## src/rtl/exp_add_pipe.sv

```systemverilog
// Two-stage valid/ready pipeline adding or subtracting biased exponents with ovf/unf flags.
// Define EXP_ADD_PIPE_SAT_EN to saturate exp on ovf/unf; by default exp is R[WIDTH-1:0].
module exp_add_pipe #(
   parameter int unsigned WIDTH = 8,
   parameter int unsigned BIAS  = 127
) (
   input  logic             clk,
   input  logic             rst,
   input  logic             in_valid,
   output logic             in_ready,
   input  logic             op,
   input  logic [WIDTH-1:0] a,
   input  logic [WIDTH-1:0] b,
   output logic             out_valid,
   input  logic             out_ready,
   output logic [WIDTH-1:0] exp,
   output logic             ovf,
   output logic             unf
);

   localparam int unsigned SW = WIDTH + 2;
   localparam logic signed [SW-1:0] BiasS  = SW'(BIAS);
   localparam logic signed [SW-1:0] OvfLim = SW'((1 << WIDTH) - 1);
`ifdef EXP_ADD_PIPE_SAT_EN
   localparam logic [WIDTH-1:0] SatMax = WIDTH'((1 << WIDTH) - 2);
`endif

   logic                 s1_valid_q, s2_valid_q;
   logic                 s1_op_q;
   logic signed [SW-1:0] s1_sum_q, s1_sum_d;
   logic signed [SW-1:0] a_ext, b_ext, raw;
   logic [WIDTH-1:0]     exp_q, exp_d;
   logic                 ovf_q, ovf_d, unf_q, unf_d;
   logic                 s1_adv, s2_adv;

   // A stage moves when its successor is empty or emptying this cycle.
   assign s2_adv   = !s2_valid_q || out_ready;
   assign s1_adv   = !s1_valid_q || s2_adv;
   assign in_ready = s1_adv && !rst;

   assign out_valid = s2_valid_q;
   assign exp       = exp_q;
   assign ovf       = ovf_q;
   assign unf       = unf_q;

   always_comb begin
      a_ext    = signed'({2'b00, a});
      b_ext    = signed'({2'b00, b});
      s1_sum_d = op ? (a_ext - b_ext) : (a_ext + b_ext);
      raw      = s1_op_q ? (s1_sum_q + BiasS) : (s1_sum_q - BiasS);
      ovf_d    = (raw >= OvfLim);
      unf_d    = (raw <= 0);
      exp_d    = raw[WIDTH-1:0];
`ifdef EXP_ADD_PIPE_SAT_EN
      if (ovf_d) begin
         exp_d = SatMax;
      end else if (unf_d) begin
         exp_d = '0;
      end
`endif
   end

   always_ff @(posedge clk or posedge rst) begin
      if (rst) begin
         s1_valid_q <= 1'b0;
         s1_op_q    <= 1'b0;
         s1_sum_q   <= '0;
         s2_valid_q <= 1'b0;
         exp_q      <= '0;
         ovf_q      <= 1'b0;
         unf_q      <= 1'b0;
      end else begin
         if (s1_adv) begin
            s1_valid_q <= in_valid;
            if (in_valid) begin
               s1_sum_q <= s1_sum_d;
               s1_op_q  <= op;
            end
         end
         if (s2_adv) begin
            s2_valid_q <= s1_valid_q;
            if (s1_valid_q) begin
               exp_q <= exp_d;
               ovf_q <= ovf_d;
               unf_q <= unf_d;
            end
         end
      end
   end

endmodule
```

## config.mk

```make
export PLATFORM = sky130hd
export DESIGN_NAME = exp_add_pipe
export DESIGN_NICKNAME = d
export VERILOG_FILES = /design/src/rtl/exp_add_pipe.sv
export SDC_FILE = /design/constraint.sdc
export NUM_CORES = 1
export LEC_CHECK = 0
export CAP_MARGIN = 20
export CORE_MARGIN = 3
export CORE_UTILIZATION = 30
export CTS_CLUSTER_SIZE = 16
export DETAILED_ROUTE_END_ITERATION = 10
export GPL_ROUTABILITY_DRIVEN = 0
export SLEW_MARGIN = 10
export SYNTH_ARGS = -nofsm -noshare
export SYNTH_HDL_FRONTEND = slang
export SYNTH_SLANG_ARGS = --single-unit
```

## constraint.sdc

```tcl
create_clock -name clk -period 3.1 [get_ports clk]
set_input_delay 0.62 -clock clk [delete_from_list [all_inputs] [get_ports clk]]
set_output_delay 0.62 -clock clk [all_outputs]
set_load 0.05 [all_outputs]
```

==> results.rst, run 1 <==
.. list-table::
   :header-rows: 1

   * - Metric
     - Value
   * - Slew Limit Headroom
     - 42.33%
   * - R2r startpoint
     - s1_op_q
   * - Number of DRC markers in iteration 0
     - 38
   * - IO buf count
     - 32
   * - RSZ-0062 raised after global routing
     - no
   * - Routed vias
     - 1516
   * - Sum of routed wire length over all layers
     - 3464 um
   * - Detail Placement HPWL
     - 2837 um
   * - Critical path depth in cells
     - 10
   * - Die Area
     - 0.007398 mm^2
   * - Ratio of cells with drive above 1 in the final layout
     - 7.692%
   * - Combinational share of power
     - 59.4%
   * - Family with the most delay on the worst path
     - compound AO/OA/AOI/OAI gates
   * - Post-Synthesis Cell Area
     - 0.001921 mm^2
   * - Area after detailed placement
     - 0.002328 mm^2
   * - Portion of the post-synthesis area used by sequential elements
     - 29.97%
   * - Min-delay worst type
     - flip-flop to flip-flop
   * - Cell-internal power
     - 858.3 uW
   * - CTS tree
     - built
   * - TritonCTS Buffers
     - 3
   * - Antenna violations before repair
     - 0
   * - H-tree depth
     - 1
   * - Library cells used by synthesis
     - 36
   * - First-pass GRT wire length
     - 5982 um
   * - Wire length per cell
     - 10.76 um
   * - Crit path arrival time
     - 2.74 ns
   * - Postcts setup bufs
     - 0
   * - Worst Path Required
     - 3.25 ns
   * - Most Crowded Layer GR
     - met2
   * - Number of standard cells after synthesis
     - 214
   * - Post-layout total power
     - 1.565 mW
   * - R2R Path End
     - ovf
   * - Crit path from
     - a[0]
   * - GR Layer Usage met3
     - 1.537%
   * - DR pass1 iterations
     - 4
   * - Number of gates resized after cts
     - 0
   * - Buf+Inv Stages, Crit Path
     - 2
   * - Longest individual stage delay on the worst path
     - 0.48 ns
   * - Library cell used as clock root buffer
     - sky130_fd_sc_hd__clkbuf_8
   * - Most used flip-flop cell after synthesis
     - sky130_fd_sc_hd__dfrtp_1
   * - Clock period minus final worst setup slack
     - 2.589 ns
   * - Die boundary height
     - 86.01 um
   * - Crit path capture
     - s1_sum_q[8]
   * - Leftover overflow at the end of global routing
     - 0
   * - CP max FO
     - 3
   * - Most common cell after layout, fill and taps aside
     - sky130_fd_sc_hd__clkdlybuf4s50_1
   * - Worst clock skew
     - 0.004468 ns
   * - TNS Setup
     - 0 ns
   * - Achievable Freq
     - 0.3863 GHz
   * - Worst Path Class, Setup
     - input port to flip-flop
   * - Largest net degree at the start of global routing
     - 24
   * - Fin area
     - 0.002374 mm^2
   * - Final net count
     - 298
   * - Critical path, cell by cell
     - clkdlybuf4s50_1, inv_1, ha_1, fa_1, o21ai_0, a21o_1, a21o_1, a21oi_1, o21a_1, a221o_1
   * - Endpoints failing hold
     - 0
   * - Worst Setup End Kind
     - flip-flop
   * - Commonest cells after routing, fill and taps aside
     - sky130_fd_sc_hd__clkdlybuf4s50_1 (31), sky130_fd_sc_hd__ha_1 (26), sky130_fd_sc_hd__dfrtp_1 (23)
   * - Latest clock arrival within the worst-skew pair
     - 0.27 ns
   * - Average via count per standard cell
     - 4.708
   * - Maximum count of clock buffers along a single path
     - 2
   * - Pwr Density
     - 659.5 mW/mm^2
   * - Hold WS
     - 0.4828 ns
   * - Antenna Cells
     - 0
   * - Post-route DRC
     - 0
   * - Sequential fraction of design power
     - 28.7%
   * - Synth-to-Final Area Change
     - 23.58%
   * - Register-to-register setup slack
     - 0.69 ns
   * - Count of cells along the worst register-to-register path
     - 8
   * - Yosys reg bits
     - 23
   * - Fin. max-slew vios
     - 0
   * - Clk pwr share
     - 12.0%
   * - Initial standard-cell utilization of the core
     - 31.69%
   * - Synth warnings
     - 0
   * - Routing usage on met1
     - 12.43%
   * - Hold-fix buffer count after cts
     - 0
   * - Max-capacitance violation count
     - 0
   * - Met2 track demand over resource in global routing
     - 16.26%
   * - Clock Sinks
     - 23
   * - Cell at the slowest stage of the critical path
     - sky130_fd_sc_hd__clkdlybuf4s50_1
   * - GRT Resource Usage Total
     - 9.672%
   * - Number of synthesized flops with an enable pin
     - 0
   * - Leakage
     - 1.085 nW
   * - DRT antenna net count
     - 0
   * - Number of global-route vias before repair
     - 1454
   * - Post-route fraction of the period consumed by the critical path
     - 83.51%
   * - Clock-pin slew reported for the worst setup and hold paths after clock tree synthesis
     - 0.08 ns
   * - Status
     - complete, no violations
   * - Finish-stage setup viols
     - 0
   * - Mean post-synth cell area
     - 8.975 um^2
   * - Core area
     - 0.006061 mm^2
   * - Width of the chip
     - 86.01 um
   * - NetSw
     - 707.0 uW
   * - Sw Ratio
     - 45.17%
   * - VDD IR max
     - 0.0004991 V
   * - Share of synthesized registers carrying an async set or reset
     - 100.0%
   * - Slew @ Worst Pin
     - 0.8641 ns
   * - Hold path depth
     - 2
   * - Net Count, Synth
     - 264
   * - Number of I/O pins
     - 33
   * - Type of origin of the critical path
     - input port
   * - Number of standard-cell rows in the floorplan
     - 28
   * - Cell with the most instances on the worst path
     - sky130_fd_sc_hd__a21o_1
## worst min-delay path, delay by kind of cell, from the launching register on
kind	cells	cell delay, ns
AO/OA/AOI/OAI	1	0.06
AND/OR/NAND/NOR	1	0.04
flip-flops	1	0.35
## stage by stage
step / cells / worst slack (ns) / util (%)
2_1_floorplan: 214 / 0.8696 / -
5_1_grt: 322 / 0.3723 / 39.16
3_3_place_gp: 318 / 0.2348 / 38.42
3_5_place_dp: 318 / 0.2141 / 38.42
4_1_cts: 322 / 0.4993 / 39.16
6_report: 322 / 0.5111 / 39.16
## layer usage
layer,vias to the layer above,routed length (um)
met5,-,0
met4,0,47
met3,5,173
met2,32,1467
met1,666,1774
li1,813,-
## kinds of logic (layout without fill, tap and decap cells)
logic type / after synthesis / count (layout) / share of synthesized area [%]
AO/OA/AOI/OAI: 62 / 62 / 20.85
AND/OR/NAND/NOR: 53 / 53 / 13.29
adder cells (fa/ha/maj): 29 / 29 / 20.07
buffers and inverters: 25 / 58 / 4.886
flip-flops: 23 / 23 / 29.97
XOR/XNOR: 15 / 15 / 6.841
multiplexers: 7 / 7 / 4.104
## cell type report
cell class              instances  area (um^2)
clock buffers                   4        45.04
flip-flops and latches         23        575.6
repair buffers                 34        332.8
well taps                      75        93.84
inverters                      20        75.07
multi-input cells             166         1251
fillers                       644         3687
## power groups by stage
stage	Combinational (mW)	Clock, mW	Sequential, mW
floorplan	0.473	0	0.664
global placement	0.925	0	0.455
detailed placement	0.936	0	0.456
CTS	0.940	0.195	0.450
global route	1.01	0.207	0.461
finish	0.929	0.187	0.448
## synthesized netlist by cell type, types with 3 or more instances
master                     count  area share [%]
sky130_fd_sc_hd__a211oi_1      3             1.2
sky130_fd_sc_hd__a21o_1        7             2.7
sky130_fd_sc_hd__a21oi_1      12             3.1
sky130_fd_sc_hd__clkbuf_1      5            0.98
sky130_fd_sc_hd__dfrtp_1      23              30
sky130_fd_sc_hd__fa_1          3             3.1
sky130_fd_sc_hd__ha_1         26              17
sky130_fd_sc_hd__inv_1        20             3.9
sky130_fd_sc_hd__mux2_2        7             4.1
sky130_fd_sc_hd__nand2_1      20             3.9
sky130_fd_sc_hd__nand2b_1      3            0.98
sky130_fd_sc_hd__nand3_1       3            0.78
sky130_fd_sc_hd__nor2_1       12             2.3
sky130_fd_sc_hd__nor2b_1       4             1.3
sky130_fd_sc_hd__nor3_1        6             1.6
sky130_fd_sc_hd__o21a_1        3             1.2
sky130_fd_sc_hd__o21ai_0      20             5.2
sky130_fd_sc_hd__o21bai_1      3             1.2
sky130_fd_sc_hd__xnor2_1       8             3.6
sky130_fd_sc_hd__xor2_1        7             3.2
## worst min-delay path by stage
stage / from / endpoint / slack, ns
after global placement: exp[0] / exp[0] / 0.46
after CTS: exp[6] / exp[6] / 0.49
after global routing: s1_sum_q[3] / s1_sum_q[3] / 0.52
final: exp[6] / exp[6] / 0.48
after floorplan: s1_sum_q[2] / s1_sum_q[2] / 0.45
after detailed placement: exp[6] / exp[6] / 0.47
## flip-flops by register name, indices dropped and copies added, names as in the netlist
register,cells
exp,8
out_valid,1
ovf,1
s1_op_q,1
s1_sum_q,10
s1_valid_q,1
unf,1
Power figures use the tool's default switching activity.
==> run 2: changes to the inputs <==
Clock period 3.1 ns to 2.2 ns, I/O delays scaled along.
==> run 2 against run 1 <==
Compared with the run above:
- sequential share of layout area shrank 3.3 points
- largest power group unchanged
- global-route usage grew 1.3 points
- worst hold slack gained 0.0018 ns
- utilization grew 6.2 points
- setup slack lost 0.49 ns
- critical endpoint is now ovf
==> results.rst, run 2 (same netlist as run 1, synthesis figures left out) <==
.. list-table::
   :header-rows: 1

   * - Metric
     - Value
   * - Status
     - complete, no violations
   * - Ratio of cells with drive above 1 in the final layout
     - 27.34%
   * - Library cell used as clock root buffer
     - sky130_fd_sc_hd__clkbuf_8
   * - Core area
     - 0.006061 mm^2
   * - Largest net degree at the start of global routing
     - 24
   * - Min-delay worst type
     - flip-flop to flip-flop
   * - CP max FO
     - 4
   * - DRT antenna net count
     - 0
   * - H-tree depth
     - 1
   * - First-pass GRT wire length
     - 6810 um
   * - Hold-fix buffer count after cts
     - 0
   * - Final net count
     - 329
   * - Leakage
     - 1.274 nW
   * - Synth-to-Final Area Change
     - 43.13%
   * - Area used by multi-input combinational logic
     - 0.001381 mm^2
   * - Latest clock arrival within the worst-skew pair
     - 0.26 ns
   * - Slew @ Worst Pin
     - 0.5007 ns
   * - Cell-internal power
     - 1.379 mW
   * - Die boundary height
     - 86.01 um
   * - Number of global-route vias before repair
     - 1604
   * - Achievable Freq
     - 0.4581 GHz
   * - Type of origin of the critical path
     - flip-flop
   * - Number of standard-cell rows in the floorplan
     - 28
   * - Average via count per standard cell
     - 4.725
   * - Worst Path Required
     - 2.38 ns
   * - Final setup slack of the worst path
     - 0.01716 ns
   * - Wire length per cell
     - 10.94 um
   * - Width of the chip
     - 86.01 um
   * - Post-place setup slack
     - -0.4765 ns
   * - GRT Resource Usage Total
     - 11.00%
   * - Fin. max-slew vios
     - 0
   * - Endpoints failing hold
     - 0
   * - Fin area
     - 0.002749 mm^2
   * - TNS Setup
     - 0 ns
   * - Sum of routed wire length over all layers
     - 3862 um
   * - Finish-stage setup viols
     - 0
   * - Non-Filler Instances
     - 353
   * - Initial standard-cell utilization of the core
     - 31.69%
   * - IO buf count
     - 32
   * - DR pass1 iterations
     - 2
   * - Worst Setup End Kind
     - flip-flop
   * - VDD IR max
     - 0.0006884 V
   * - Placed instance count
     - 344
   * - Number of inserted filler cells in the final layout
     - 601
   * - Maximum count of clock buffers along a single path
     - 2
   * - Pwr Density
     - 898.6 mW/mm^2
   * - Combinational share of power
     - 64.3%
   * - Crit path arrival time
     - 2.36 ns
   * - Max reg flops
     - 10
   * - Post-route DRC
     - 0
   * - Number of DRC markers in iteration 0
     - 43
   * - Worst clock skew
     - 0.0004884 ns
   * - Register cell area after layout
     - 575.6 um^2
   * - Post-route fraction of the period consumed by the critical path
     - 99.22%
   * - Worst Path Class, Setup
     - flip-flop to flip-flop
   * - Detail Placement HPWL
     - 3091 um
   * - Clock period minus final worst setup slack
     - 2.183 ns
   * - Area after detailed placement
     - 0.002536 mm^2
   * - Leftover overflow at the end of global routing
     - 0
   * - RSZ-0062 raised after global routing
     - yes
   * - Hold WS
     - 0.4846 ns
   * - Most common cell after layout, fill and taps aside
     - sky130_fd_sc_hd__buf_4
   * - NetSw
     - 1.091 mW
   * - Antenna violations before repair
     - 0
   * - Clock Sinks
     - 23
   * - Sequential fraction of design power
     - 25.0%
   * - Max-capacitance violation count
     - 0
   * - Commonest cells after routing, fill and taps aside
     - sky130_fd_sc_hd__buf_4 (33), sky130_fd_sc_hd__clkdlybuf4s50_1 (27), sky130_fd_sc_hd__dfrtp_1 (23)
   * - Sw Ratio
     - 44.18%
   * - TritonCTS Buffers
     - 3
   * - Slew Limit Headroom
     - 66.52%
   * - Die Area
     - 0.007398 mm^2
   * - Antenna Cells
     - 0
   * - Biggest register
     - s1_sum_q
   * - Number of I/O pins
     - 33
   * - Clock-pin slew reported for the worst setup and hold paths after clock tree synthesis
     - 0.08 ns
   * - CTS tree
     - built
   * - Clk pwr share
     - 10.7%
   * - Routed vias
     - 1668
-- run 2: cell types whose count changed in the layout (fill, tap and decap cells not counted), moves of 4 or more --
| cell | delta |
|---|---|
| sky130_fd_sc_hd__ha_1 | -6 |
| sky130_fd_sc_hd__o21ai_0 | -7 |
| sky130_fd_sc_hd__clkdlybuf4s50_1 | -4 |
| sky130_fd_sc_hd__ha_2 | +4 |
| sky130_fd_sc_hd__o21ai_1 | +6 |
| sky130_fd_sc_hd__buf_4 | +30 |
-- run 2: final cells by class --
type,count,area share (%)
tap,75,3.414
inverter,20,2.731
timing repair buffer,65,20.98
sequential,23,20.94
clock inverter,1,0.1821
clock buffer,3,1.502
multi-input combinational,166,50.25
-- run 2: power by group through the flow --
stage | clock network (mW) | logic (mW) | registers (mW)
after global placement | 0 | 1.42 | 0.628
after floorplan | 0 | 0.667 | 0.936
after CTS | 0.273 | 1.49 | 0.622
after detailed placement | 0 | 1.44 | 0.630
final | 0.263 | 1.59 | 0.619
after global routing | 0.291 | 1.74 | 0.640
-- run 2: per-stage QoR --
step | total power [mW] | utilization (%)
6_report | 2.470 | 45.36
5_1_grt | 2.669 | 45.36
3_5_place_dp | 2.070 | 41.85
3_3_place_gp | 2.046 | 41.85
2_1_floorplan | 1.603 | -
4_1_cts | 2.383 | 43.68
-- run 2: final timing paths --
path,start,endpoint,slack (ns),cells after the start
max,s1_op_q,ovf,0.02,8
min,exp[6],exp[6],0.48,2
max reg2reg,s1_op_q,ovf,0.02,8
min reg2reg,exp[6],exp[6],0.48,2
max in group asynchronous,rst,s1_sum_q[0],1.43,3
min in group asynchronous,rst,s1_valid_q,0.55,3
-- run 2: repair_timing --
item,CTS,global route
endpoints found under the setup margin,7,7
pin swaps,13,10
resized for setup,17,21
setup buffers,3,2
-- run 2: routing by layer --
layer	track usage, %	up-vias	part of all wire (%)
met5	0	-	0
met3	1.537	6	4.3
met2	19.13	32	48
li1	-	876	-
met1	14.34	754	47
met4	2.590	0	0.85
-- run 2: worst max-delay path, stage by stage, from the launching register on --
cell and delay (ns):
sky130_fd_sc_hd__dfrtp_1 0.42, sky130_fd_sc_hd__ha_1 0.33, sky130_fd_sc_hd__a211oi_2 0.27, sky130_fd_sc_hd__o21bai_2 0.13
sky130_fd_sc_hd__a211o_1 0.30, sky130_fd_sc_hd__o21a_2 0.14, sky130_fd_sc_hd__nor4_4 0.26, sky130_fd_sc_hd__nor2_1 0.08
sky130_fd_sc_hd__o31ai_2 0.16
